### config.mk
export PLATFORM = sky130hd
export DESIGN_NAME = spi_slave_io
export DESIGN_NICKNAME = d
export VERILOG_FILES = /design/src/rtl/spi_slave_io.sv
export SDC_FILE = /design/constraint.sdc
export NUM_CORES = 1
export LEC_CHECK = 0
export BUFFER_PORTS_ARGS = -buffer_cell sky130_fd_sc_hd__buf_2
export CORE_MARGIN = 2
export CORE_UTILIZATION = 40
export CTS_BUF_LIST = sky130_fd_sc_hd__clkbuf_16
export DETAILED_ROUTE_END_ITERATION = 10
export PLACE_DENSITY = 0.68
export SYNTH_ARGS = -nofsm -noshare
export SYNTH_HDL_FRONTEND = slang
export SYNTH_SLANG_ARGS = --single-unit
### constraint.sdc
create_clock -name clk -period 3.3 [get_ports clk]
set_input_delay 0.66 -clock clk [delete_from_list [all_inputs] [get_ports clk]]
set_output_delay 0.66 -clock clk [all_outputs]
set_load 0.005 [all_outputs]
### src/rtl/spi_slave_io.sv
// SPI mode-0 target on the 6800-style peripheral bus: one-byte RX/TX holding
// registers, overrun/underrun flags, level interrupt.
module spi_slave_io #(
  parameter int unsigned SYNC_STAGES = 2,
  parameter logic [7:0]  DUMMY_RESET = 8'hFF
) (
  input  logic       clk,
  input  logic       rst,
  input  logic [1:0] AD,
  input  logic [7:0] DI,
  output logic [7:0] DO,
  input  logic       rw,
  input  logic       cs,
  output logic       irq,
  input  logic       ssn,
  input  logic       sck,
  input  logic       mosi,
  output logic       miso,
  output logic       miso_oe
);

  logic [SYNC_STAGES-1:0] sck_sync, ssn_sync, mosi_sync;
  logic       sck_s, ssn_s, mosi_s;
  logic       sck_d, ssn_d;

  logic [7:0] rx_data, rx_shift, tx_hold, tx_shift, dummy;
  logic       rx_full, tx_full, ovr, udr;
  logic       ctrl_en, txie, rxie;
  logic [2:0] bit_cnt;

  logic       active, ssn_fall, sck_rise, sck_fall, byte_done, tx_load;
  logic       data_rd, data_wr, stat_wr, ctrl_wr, dummy_wr;
  logic [7:0] rx_next;

  assign sck_s  = sck_sync[SYNC_STAGES-1];
  assign ssn_s  = ssn_sync[SYNC_STAGES-1];
  assign mosi_s = mosi_sync[SYNC_STAGES-1];

  assign active    = ctrl_en & ~ssn_s;
  assign ssn_fall  = active & ssn_d;
  assign sck_rise  = active & ~sck_d & sck_s;
  assign sck_fall  = active & sck_d & ~sck_s;
  assign byte_done = sck_rise & (bit_cnt == 3'd7);
  assign tx_load   = ssn_fall | byte_done;
  assign rx_next   = {rx_shift[6:0], mosi_s};

  assign data_rd  = cs &  rw & (AD == 2'd0);
  assign data_wr  = cs & ~rw & (AD == 2'd0);
  assign stat_wr  = cs & ~rw & (AD == 2'd1);
  assign ctrl_wr  = cs & ~rw & (AD == 2'd2);
  assign dummy_wr = cs & ~rw & (AD == 2'd3);

  assign miso    = tx_shift[7];
  assign miso_oe = active;

  always_comb begin
    DO = '0;
    case (AD)
      2'd0: DO = rx_data;
      2'd1: DO = {irq, 2'b00, ~ssn_s, udr, ovr, ~tx_full, rx_full};
      2'd2: DO = {ctrl_en, 5'b00000, txie, rxie};
      2'd3: DO = dummy;
      default: DO = '0;
    endcase
  end

  always_ff @(posedge clk) begin
    if (!rst) begin
      sck_sync  <= '0;
      ssn_sync  <= '1;
      mosi_sync <= '0;
      sck_d     <= 1'b0;
      ssn_d     <= 1'b1;
      rx_data   <= '0;
      rx_shift  <= '0;
      rx_full   <= 1'b0;
      tx_hold   <= '0;
      tx_full   <= 1'b0;
      tx_shift  <= '0;
      ovr       <= 1'b0;
      udr       <= 1'b0;
      ctrl_en   <= 1'b0;
      txie      <= 1'b0;
      rxie      <= 1'b0;
      dummy     <= DUMMY_RESET;
      bit_cnt   <= '0;
      irq       <= 1'b0;
    end else begin
      sck_sync  <= {sck_sync[SYNC_STAGES-2:0], sck};
      ssn_sync  <= {ssn_sync[SYNC_STAGES-2:0], ssn};
      mosi_sync <= {mosi_sync[SYNC_STAGES-2:0], mosi};
      sck_d     <= sck_s;
      ssn_d     <= ssn_s;

      // Clears are applied first so a same-cycle set from the SPI side wins.
      if (stat_wr) begin
        if (DI[2]) ovr <= 1'b0;
        if (DI[3]) udr <= 1'b0;
      end
      if (data_rd) rx_full <= 1'b0;

      if (!active || ssn_fall) begin
        bit_cnt <= '0;
      end else if (sck_rise) begin
        rx_shift <= rx_next;
        bit_cnt  <= bit_cnt + 3'd1;
        // A read in this cycle frees the holding register for the new byte.
        if (byte_done) begin
          if (!rx_full || data_rd) begin
            rx_data <= rx_next;
            rx_full <= 1'b1;
          end else begin
            ovr <= 1'b1;
          end
        end
      end else if (sck_fall && bit_cnt != 3'd0) begin
        tx_shift <= {tx_shift[6:0], 1'b0};
      end

      if (tx_load) begin
        if (tx_full) begin
          tx_shift <= tx_hold;
          tx_full  <= 1'b0;
        end else begin
          tx_shift <= dummy;
          udr      <= 1'b1;
        end
      end
      if (data_wr) begin
        tx_hold <= DI;
        tx_full <= 1'b1;
      end

      if (ctrl_wr) begin
        ctrl_en <= DI[7];
        txie    <= DI[1];
        rxie    <= DI[0];
      end
      if (dummy_wr) dummy <= DI;

      irq <= (rxie & rx_full) | (txie & ctrl_en & ~tx_full);
    end
  end

endmodule

Yosys cells after proc, flatten, opt, wreduce, memory -nomap -nowiden
Index checks and enable logic that the tools add are counted.
- bits in registers: 58
- bits of input ports: 17
- output and inout port bits: 11
- word-level logic and storage cells: 88
- add/subtract/negate cells: 1
- equal/unequal tests: 6
- muxes and demuxes: 23
- bitwise gates (word level): 26
- reductions and logical operators: 13
- operators with widths (operator ; number):
    two-way mux 8 bit ; 5
    one-hot mux 8 bit (4 select lines) ; 1
    AND 1 bit ; 17
    two-way mux 1 bit ; 17
    inverter 1 bit ; 7
    equality test 2 bit, second input constant ; 2
    AND reduction 4 bit ; 1
    nonzero test 2 bit ; 2
    adder 3 x 1 -> 3 bit, second input constant ; 1
    equality test 3 bit, second input constant ; 1
    AND reduction 3 bit ; 1
    nonzero test 3 bit ; 1
    equality test 2 x 1 -> 1 bit, second input constant ; 1
    zero test 1 bit ; 2
    zero test 2 bit ; 1
    logical OR 1 bit ; 2
    inequality test 2 x 1 -> 1 bit, second input constant ; 1
    inequality test 2 bit, second input constant ; 1
    OR 1 bit ; 2
    AND reduction 2 bit ; 1
    OR reduction 2 bit ; 1
    logical AND 1 bit ; 1

Depth between registers and ports, before layout
Gate-level depths: netlist (run 1).
- depth after elaboration: 9
- depth in mapped cells: 7
- mapped depth without buffers: 6

Worst setup path after synthesis (run 1)
Ideal clock, no wire load.
- path type: input to output
- start point: input port AD[1]
- end point: output port DO[2]
- arrival time: 1380 ps
- data required time: 2640 ps
- slack: 1260 ps
- stages: 3
- buffers on the path: 1
- cell sequence: buf_2 mux2_2 a22o_1
- cells in the longest elaborated chain, start to end: 2
- elaborated cells on any way between the ends: 5
- those cells by class: eq/ne: 3; mux: 1; reduce/logical: 1
- RTL lines (what ; RTL line ; text):
    start: declaration ; 9 ; input logic [1:0] AD,
    equality test 2 bit, or another cell as far along ; 58 ; case (AD)
    one-hot mux 8 bit (4 select lines) (*) ; 58 ;
    end: declaration ; 11 ; output logic [7:0] DO,
Mark *: on every way between the ends. The rest lies on a longest branch, timed or not.

Final worst setup path (run 1)
- start point: register tx_full
- end point: output port DO[1]
- cells in the longest elaborated chain, start to end: 2
- RTL lines (what ; RTL line ; text):
    start: declaration ; 27 ; logic rx_full, tx_full, ovr, udr;
    start signal: assignment ; 78 ; tx_full <= 1'b0;
    start signal: assignment ; 123 ; tx_full <= 1'b0;
    start signal: assignment ; 131 ; tx_full <= 1'b1;
    inverter 1 bit ; 60 ; 2'd1: DO = {irq, 2'b00, ~ssn_s, udr, ovr, ~tx_full, rx_full};
    one-hot mux 8 bit (4 select lines) ; 58 ;
No other way between the ends.

==> results of run 1 <==
==> metal layers <==
layer,vias to the layer above,share of wire (%)
met2,50,42
met1,841,49
met5,-,0
met4,0,1.9
met3,7,6.1
li1,923,-
==> cell families (layout without fill, tap and decap cells) <==
| group | after synthesis | count (layout) | synth area share [%] |
|---|---|---|---|
| xor gates and xnor gates | 1 | 1 | 0.347 |
| buffers and inverters | 18 | 47 | 3.37 |
| DFF | 58 | 58 | 45.9 |
| AOI/OAI and AO/OA | 38 | 38 | 10.1 |
| adders and majority gates | 3 | 3 | 1.49 |
| muxes | 39 | 39 | 17.4 |
| and+or+nand+nor | 99 | 99 | 21.3 |
==> cell usage after synthesis (2+ instances only) <==
| cell | count | area, um^2 |
|---|---|---|
| a21boi_0 | 10 | 75.1 |
| a21oi_1 | 9 | 45.0 |
| a22o_1 | 5 | 43.8 |
| and2_1 | 8 | 50.1 |
| buf_2 | 5 | 25.0 |
| clkbuf_1 | 7 | 26.3 |
| dfxtp_1 | 58 | 1160 |
| ha_1 | 3 | 37.5 |
| inv_1 | 4 | 15.0 |
| mux2_2 | 9 | 101 |
| mux2i_1 | 27 | 270 |
| mux4_2 | 3 | 67.6 |
| nand2_1 | 38 | 143 |
| nand2b_1 | 6 | 37.5 |
| nand3_1 | 8 | 40.0 |
| nor2_1 | 7 | 26.3 |
| nor2b_1 | 22 | 138 |
| nor4bb_1 | 2 | 20.0 |
| o21a_1 | 2 | 15.0 |
| o21ai_0 | 8 | 40.0 |
==> where the power goes <==
part	internal, mW	leakage, nW	switching, mW
sequential	0.713	0.470	0.00938
clock	0.574	0.144	0.310
combinational	0.0406	0.629	0.0405
==> layout make-up <==
type                       instances  area, um^2
clock buffer                       9         225
sequential                        58        1160
fill                             580        3050
clock inverter                     7        62.6
inverter                           4        15.0
multi-input combinational        180        1280
timing repair buffer              27         135
tap                               75        93.8
==> worst register-to-register path, stage by stage (launching register included) <==
cell and delay, ns:
dfxtp_1 0.45, nor3b_4 0.30, nand4b_1 0.53, and3_1 0.42
o21a_1 0.17
==> registers in the layout (all words and copies together) (netlist names), 2 cells and up <==
name and cells:
bit_cnt 3, dummy 8, mosi_sync 2, rx_data 8, rx_shift 7, sck_sync 2
ssn_sync 2, tx_hold 8, tx_shift 8
==> path summary, 6_finish.rpt <==
| kind | startpoint | endpoint | slack (ns) | cells past startpoint |
|---|---|---|---|---|
| max reg2reg | ctrl_en | tx_shift[0] | 1.31 | 4 |
| min reg2reg | ssn_sync[0] | ssn_sync[1] | 0.41 | 1 |
| min | ssn_sync[0] | ssn_sync[1] | 0.41 | 1 |
| max | tx_full | DO[1] | 0.96 | 3 |
==> results.ini, run 1 <==
[cells_and_area]
fin_util_pct = 49.4
drive_gt1_share_pct = 20.0
final_cells = 360
final_common_cell = dfxtp_1
layout_common_cells = 58 x dfxtp_1, 38 x nand2_1, 27 x mux2i_1, 27 x buf_2, 22 x nor2b_1
nets = 300
final_area_um2 = 2970
diodes = 0
synthToLayoutAreaGrowth_pct = 17.7

[worst_setup_path]
slowest_stage = dfxtp_1
crit_arrival_ns = 1.68
cp_cell_sequence = inv_1 -> mux4_2 -> buf_2
cp_max_fo = 11
worst_setup_path_start_kind = flip-flop
path_buf_inv = 2
critPathKind = flip-flop to output port
crit_path_max_incr_delay_ns = 0.62
cp.required_ns = 2.64
crit_family = flip-flops
cp-end-kind = output port

[grt]
antenna_found_initial = 0
grt_pass1_vias = 1760
grt_usage_pct = 15.8
met2_usage_pct = 22.3
grt_max_degree = 57
use_met3_pct = 6.43
grt-ovfl-total = 0
grt_pass1_wl_um = 8520
busiest_layer = met2
use_met1_pct = 21.2

[clocking]
cts_hold_buffers = 0
cts_num_sinks = 58
cts_setup_buffers = 0
cts.path.max_buffers = 2
htree_levels = 3
cts_resized = 0
cts-root-buf = clkbuf_16
clkTransAtPathRegs_ns = 0.05
cts_buffers = 9
cts_tree = done
clk_latency_ns = 0.33

[floorplanning]
die-height_um = 83.5
core-area_um2 = 6030
core.rowCount = 28
die_w_um = 83.5
ios = 28
initial_core_util_pct = 41.9
dieArea_um2 = 6970

[placed_design]
portBuffers = 27
placed_cell_area_um2 = 2690
place.gp.congestion = 0.764
place_inst = 344
hpwl_um = 3460
dp_slack_ns = 1.04

[sta]
slew_headroom_pct = 45.0
hold_viol_final = 0
clock_skew_ns = 0.00644
fin_crit_ns = 2.34
hold_ws_ns = 0.411
tightest_slew_ns = 0.826
tns_ns = 0
slew_violations = 0
setup_ws_ns = 0.955
timing.fmax_ghz = 0.427
period_share_pct = 71.0
setup_viol = 0
rsz0062_at_grt = no

[outcome]
status = finished, final reports clean

[synth]
yosys.cell_types.count = 35
yosysWarnings = 0
ys_seq_area_share_pct = 45.9
postSynthRegisterBits = 58
synth-async-reset-ratio_pct = 0
synth_edf_count = 0
synth_flop_cell = dfxtp_1
netlist_area_um2 = 2530
synth.avg_cell_area_um2 = 9.87
syn-num-nets = 276
synth_cells = 256

[detailed_routing]
via_count = 1821
antenna_left = 0
wl_um = 5030
firstDrtPassIters = 4
routedWlPerCell_um = 14.0
drtIter0Drc = 90
routed_via_density = 5.06
drc_errors = 0

[pwr]
p_leak_nw = 1.24
p_per_area_nw_per_um2 = 567
vdd_drop_max_uv = 397
finalPower_mw = 1.69

[worst_hold_path]
min_path_type = flip-flop to flip-flop

[run]
maxCapViolations = 0

No activity file was read; power rests on OpenSTA's default activity.
==> inputs of run 2 (changes only) <==
Settings changed: PLACE_DENSITY 0.68 to 0.7.
Clock period 3.3 ns to 1.9 ns, I/O delays scaled along.
==> run 2 against run 1 <==
Count of clock-buffer cells in the layout is the same. First-iteration DRC count down 17%. Global-route usage down 0.25 points. Flip-flop and latch count stayed put. Worst setup slack worse by 0.78 ns. Critical path depth increased by 3. Highest routed layer unchanged. Sequential power increased by 73%. Die area is the same. Combinational power grew 85%. Critical path type is now flip-flop to flip-flop. Via count increased by 1.4%.
==> results.ini, run 2 (synthesized netlist as in run 1, its figures left out) <==
[placed_design]
portBuffers = 27  ; unchanged
hpwl_um = 3510  ; was 3460 um
place.gp.congestion = 0.789  ; was 0.764

[worst_hold_path]
hold_start = ssn  ; was ssn_sync[0]
holdPathStages = 2  ; was 1
whs_endpoint = ssn_sync[0]  ; was ssn_sync[1]
min_path_type = primary input to flip-flop  ; was flip-flop to flip-flop

[detailed_routing]
drc_errors = 0  ; unchanged
antenna_left = 0  ; unchanged
routed_via_density = 5.03  ; was 5.06
via_count = 1847  ; was 1821
firstDrtPassIters = 4  ; unchanged
routedWlPerCell_um = 13.5  ; was 14.0 um
wl_um = 4950  ; was 5030 um
drtIter0Drc = 75  ; was 90

[sta]
hold_ws_ns = 0.234  ; was 0.411 ns
tightest_slew_ns = 0.510  ; was 0.826 ns
timing.fmax_ghz = 0.581
slew_headroom_pct = 66.0  ; was 45.0%
tns_ns = 0  ; unchanged
fin_crit_ns = 1.72
hold_viol_final = 0  ; unchanged
setup_viol = 0  ; unchanged
rsz0062_at_grt = no  ; unchanged
clock_skew_ns = 0.00446  ; was 0.00644 ns
slew_violations = 0  ; unchanged
period_share_pct = 90.6

[clocking]
cts_tree = done  ; unchanged
htree_levels = 3  ; unchanged
clk_latency_ns = 0.32  ; was 0.33 ns
cts_num_sinks = 58  ; unchanged
cts-root-buf = clkbuf_16  ; unchanged
cts_buffers = 9  ; unchanged
cts.path.max_buffers = 2  ; unchanged
cts_setup_buffers = 0  ; unchanged
cts_hold_buffers = 0  ; unchanged
cts_resized = 0  ; unchanged
clkTransAtPathRegs_ns = 0.05  ; about the same

[pwr]
seqPwrFrac_pct = 45.4  ; was 42.8%
power_switching_share_pct = 21.5  ; was 21.3%
power.internal_mw = 2.17  ; was 1.33 mW
combinationalPowerShare_pct = 5.4  ; was 4.8%
vdd_drop_max_uv = 910  ; was 397 uV
clkPwrFrac_pct = 49.1  ; was 52.4%
p_per_area_nw_per_um2 = 917  ; was 567 nW/um^2
p_leak_nw = 1.28  ; was 1.24 nW
power_switching_mw = 0.592  ; was 0.360 mW

[cells_and_area]
synthToLayoutAreaGrowth_pct = 19.0  ; was 17.7%
final_common_cell = dfxtp_1  ; unchanged
drive_gt1_share_pct = 21.2  ; was 20.0%
fill_cells = 568  ; was 580
nets = 307  ; was 300
diodes = 0  ; unchanged
layout_common_cells = 58 x dfxtp_1, 38 x nand2_1, 27 x mux2i_1, 27 x buf_2, 22 x nor2b_1  ; unchanged

[worst_setup_path]
ff2ff_setup_slack_ns = 0.18  ; was 1.31 ns
critPathKind = flip-flop to flip-flop  ; was flip-flop to output port
cp-end-kind = flip-flop  ; was output port
crit_start = bit_cnt[0]  ; was tx_full
r2r-start = bit_cnt[0]  ; was ctrl_en
reg2reg_depth = 6  ; was 4
cp.required_ns = 2.11  ; was 2.64 ns
worst_setup_path_start_kind = flip-flop  ; unchanged
crit_arrival_ns = 1.93  ; was 1.68 ns
cp_max_fo = 8  ; was 11
r2r_end = rx_data[1]  ; was tx_shift[0]

[grt]
grt_pass1_vias = 1808  ; was 1760
grt-ovfl-total = 0  ; unchanged
grt_usage_pct = 15.6  ; was 15.8%
antenna_found_initial = 0  ; unchanged
grt_max_degree = 34  ; was 57
grt_pass1_wl_um = 8540  ; was 8520 um

[floorplanning]
initial_core_util_pct = 41.9  ; unchanged
dieArea_um2 = 6970  ; unchanged
core-area_um2 = 6030  ; unchanged
die-height_um = 83.5  ; unchanged
die_w_um = 83.5  ; unchanged
core.rowCount = 28  ; unchanged
ios = 28  ; unchanged

[run]
maxCapViolations = 0  ; unchanged

[outcome]
status = finished, final reports clean  ; unchanged

## run 2: through the flow
stage | instances | power (mW) | worst slack [ns] | area [um^2] | util, %
after floorplan | 256 | 1.37 | 0.338 | 2530 | -
after global placement | 351 | 1.42 | 0.169 | 2750 | 45.7
after detailed placement | 351 | 1.43 | 0.0890 | 2750 | 45.7
after CTS | 367 | 2.81 | 0.152 | 3010 | 49.9
after global routing | 367 | 2.87 | 0.0546 | 3010 | 49.9
final | 367 | 2.76 | 0.179 | 3010 | 49.9
## run 2: worst max-delay path by stage
stage / end / slack, ns / cells after the start
after global routing: rx_data[3] / 0.05 / 6
after detailed placement: rx_data[1] / 0.09 / 5
after CTS: rx_data[1] / 0.15 / 6
after floorplan: tx_shift[5] / 0.34 / 7
after global placement: rx_data[1] / 0.17 / 5
final: rx_data[1] / 0.18 / 6
## run 2: worst max-delay path, cell delays in order (launching register included)
cell and delay (ns):
dfxtp_1 0.36, ha_1 0.17, ha_1 0.13, and3b_1 0.23
o211a_1 0.41, mux2i_1 0.25, nor2b_1 0.06
## run 2: per-layer routing
layer  share of wire (%)  wire, um  up-vias  track usage (%)
met5                   0         0        -                0
met4                 1.8        88        0             6.60
met3                 7.1       351        8             6.73
met2                  43      2120       39             22.5
met1                  48      2400      855             20.2
li1                    -         -      945                -
## run 2: layout make-up
cell class | instances | area [um^2] | area share, %
tap | 75 | 93.8 | 3.12
clock buffer | 9 | 225 | 7.49
multi-input combinational | 180 | 1280 | 42.6
clock inverter | 7 | 30.0 | 0.999
inverter | 4 | 15.0 | 0.499
timing repair buffer | 34 | 200 | 6.66
sequential | 58 | 1160 | 38.6
## run 2: power groups by stage
stage	clock network, mW	registers [mW]	logic [mW]
finish	1.36	1.25	0.150
detailed placement	0	1.28	0.150
CTS	1.41	1.25	0.151
global route	1.45	1.25	0.168
floorplan	0	1.27	0.0966
global placement	0	1.28	0.148
==> inputs of run 3 (changes only) <==
Settings changed: RECOVER_POWER from default to 25.
==> run 3 against run 2 <==
Register-to-register slack barely moved. First-iteration DRC count rose by 12%. Core utilization fell by 0.10 points. Wire length barely moved. Via count rose by 0.11%. Cell area fell by 0.21%. Critical path depth did not move. Critical endpoint is now rx_data[7].
==> results.ini, run 3 (synthesized netlist as in run 1, its figures left out) <==
[sta]
rsz0062_at_grt = no  ; unchanged
period_share_pct = 90.8  ; was 90.6%
hold_viol_final = 0  ; unchanged
fin_crit_ns = 1.73  ; was 1.72 ns
slew_violations = 0  ; unchanged
hold_ws_ns = 0.234  ; about the same
clock_skew_ns = 0.00512  ; was 0.00446 ns
tns_ns = 0  ; unchanged
slew_headroom_pct = 18.4  ; was 66.0%
tightest_slew_ns = 1.22  ; was 0.510 ns
setup_viol = 0  ; unchanged
timing.fmax_ghz = 0.579  ; was 0.581 GHz

[cells_and_area]
drive_gt1_share_pct = 20.2  ; was 21.2%
diodes = 0  ; unchanged
nets = 307  ; unchanged
final_common_cell = dfxtp_1  ; unchanged
synthToLayoutAreaGrowth_pct = 18.7  ; was 19.0%
multiInputGateArea_um2 = 1280  ; unchanged
fill_cells = 567  ; was 568
regArea_um2 = 1160  ; unchanged
final_area_um2 = 3000  ; was 3010 um^2
layout_common_cells = 58 x dfxtp_1, 38 x nand2_1, 27 x mux2i_1  ; was 58 x dfxtp_1, 38 x nand2_1, 27 x mux2i_1, 27 x buf_2, 22 x nor2b_1

[clocking]
clk_latency_ns = 0.32  ; about the same
htree_levels = 3  ; unchanged
cts_num_sinks = 58  ; unchanged
cts-root-buf = clkbuf_16  ; unchanged
cts_buffers = 9  ; unchanged
cts_tree = done  ; unchanged
cts.path.max_buffers = 2  ; unchanged
cts_setup_buffers = 0  ; unchanged
cts_resized = 0  ; unchanged
clkTransAtPathRegs_ns = 0.05  ; about the same
cts_hold_buffers = 0  ; unchanged

[worst_setup_path]
cp.depth = 6  ; unchanged
r2r-start = bit_cnt[0]  ; unchanged
cp.required_ns = 2.11  ; about the same
r2r_end = rx_data[7]  ; was rx_data[1]
cp_common_cell = ha_1  ; unchanged
ff2ff_setup_slack_ns = 0.17  ; was 0.18 ns
slowest_stage = o211a_1  ; unchanged
crit_path_max_incr_delay_ns = 0.41  ; about the same
cp_cell_sequence = ha_1 -> ha_1 -> and3b_1 -> o211a_1 -> mux2i_1 -> nor2b_1  ; unchanged
crit_arrival_ns = 1.94  ; was 1.93 ns
crit_family = compound AO/OA/AOI/OAI gates  ; unchanged
cp_max_fo = 8  ; unchanged
worst_setup_path_start_kind = flip-flop  ; unchanged
path_buf_inv = 0  ; unchanged
crit_start = bit_cnt[0]  ; unchanged
crit_end = rx_data[7]  ; was rx_data[1]
reg2reg_depth = 6  ; unchanged
critPathKind = flip-flop to flip-flop  ; unchanged
cp-end-kind = flip-flop  ; unchanged

[detailed_routing]
routedWlPerCell_um = 13.5  ; about the same
antenna_left = 0  ; unchanged
wl_um = 4950  ; about the same
routed_via_density = 5.04  ; was 5.03
drc_errors = 0  ; unchanged
firstDrtPassIters = 4  ; unchanged
drtIter0Drc = 84  ; was 75
via_count = 1849  ; was 1847

[floorplanning]
initial_core_util_pct = 41.9  ; unchanged
core-area_um2 = 6030  ; unchanged
dieArea_um2 = 6970  ; unchanged
die_w_um = 83.5  ; unchanged
ios = 28  ; unchanged
core.rowCount = 28  ; unchanged
die-height_um = 83.5  ; unchanged

[pwr]
power_switching_mw = 0.593  ; was 0.592 mW
p_per_area_nw_per_um2 = 919  ; was 917 nW/um^2
finalPower_mw = 2.76  ; about the same
vdd_drop_max_uv = 909  ; was 910 uV
combinationalPowerShare_pct = 5.4  ; about the same
power_switching_share_pct = 21.5  ; about the same
p_leak_nw = 1.27  ; was 1.28 nW
clkPwrFrac_pct = 49.2  ; was 49.1%
power.internal_mw = 2.17  ; about the same
seqPwrFrac_pct = 45.4  ; about the same

[placed_design]
hpwl_um = 3510  ; unchanged
placed_cell_area_um2 = 2750  ; unchanged
portBuffers = 27  ; unchanged
place.gp.congestion = 0.789  ; unchanged

[run]
maxCapViolations = 0  ; unchanged

[worst_hold_path]
min_path_type = primary input to flip-flop  ; unchanged

[grt]
grt-ovfl-total = 0  ; unchanged
grt_pass1_wl_um = 8540  ; unchanged
antenna_found_initial = 0  ; unchanged
grt_pass1_vias = 1808  ; unchanged
grt_max_degree = 34  ; unchanged
grt_usage_pct = 15.6  ; unchanged

[outcome]
status = finished, final reports clean  ; unchanged

run 3: cell count changes in the layout (fill, tap and decap cells not counted), sizes merged:
cell,previous run,this run
buf,34,31
clkbuf,9,12
run 3: metal layers:
layer	share of wire, %	vias to the layer above	track usage (%)
met3	6.6	8	6.73
met4	1.8	0	6.60
li1	-	946	-
met1	49	856	20.2
met5	0	-	0
met2	42	39	22.5
run 3: area by class of cell:
type	count	area share, %
tap	75	3.13
multi-input combinational	180	42.7
sequential	58	38.7
clock inverter	7	1.00
clock buffer	9	7.51
timing repair buffer	34	6.46
inverter	4	0.500
run 3: through the flow:
step                      utilization (%)  cells  setup slack (ns)
final                                49.8    367             0.174
after global routing                 49.8    367            0.0546
after CTS                            49.9    367             0.152
after detailed placement             45.7    351            0.0890
after global placement               45.7    351             0.169
after floorplan                         -    256             0.338
run 3: worst min path at each step:
stage	startpoint	to	slack (ns)	cells after the start
after global placement	ssn_sync[0]	ssn_sync[1]	0.39	1
after global routing	ssn	ssn_sync[0]	0.25	2
final	ssn	ssn_sync[0]	0.23	2
after detailed placement	ssn_sync[0]	ssn_sync[1]	0.39	1
after CTS	ssn	ssn_sync[0]	0.22	2
after floorplan	ssn_sync[0]	ssn_sync[1]	0.39	1
run 3: power groups by stage:
stage | clock, mW | combinational [mW] | sequential, mW
final | 1.36 | 0.149 | 1.25
after detailed placement | 0 | 0.150 | 1.28
after CTS | 1.41 | 0.151 | 1.25
after global placement | 0 | 0.148 | 1.28
after floorplan | 0 | 0.0966 | 1.27
after global routing | 1.45 | 0.167 | 1.25
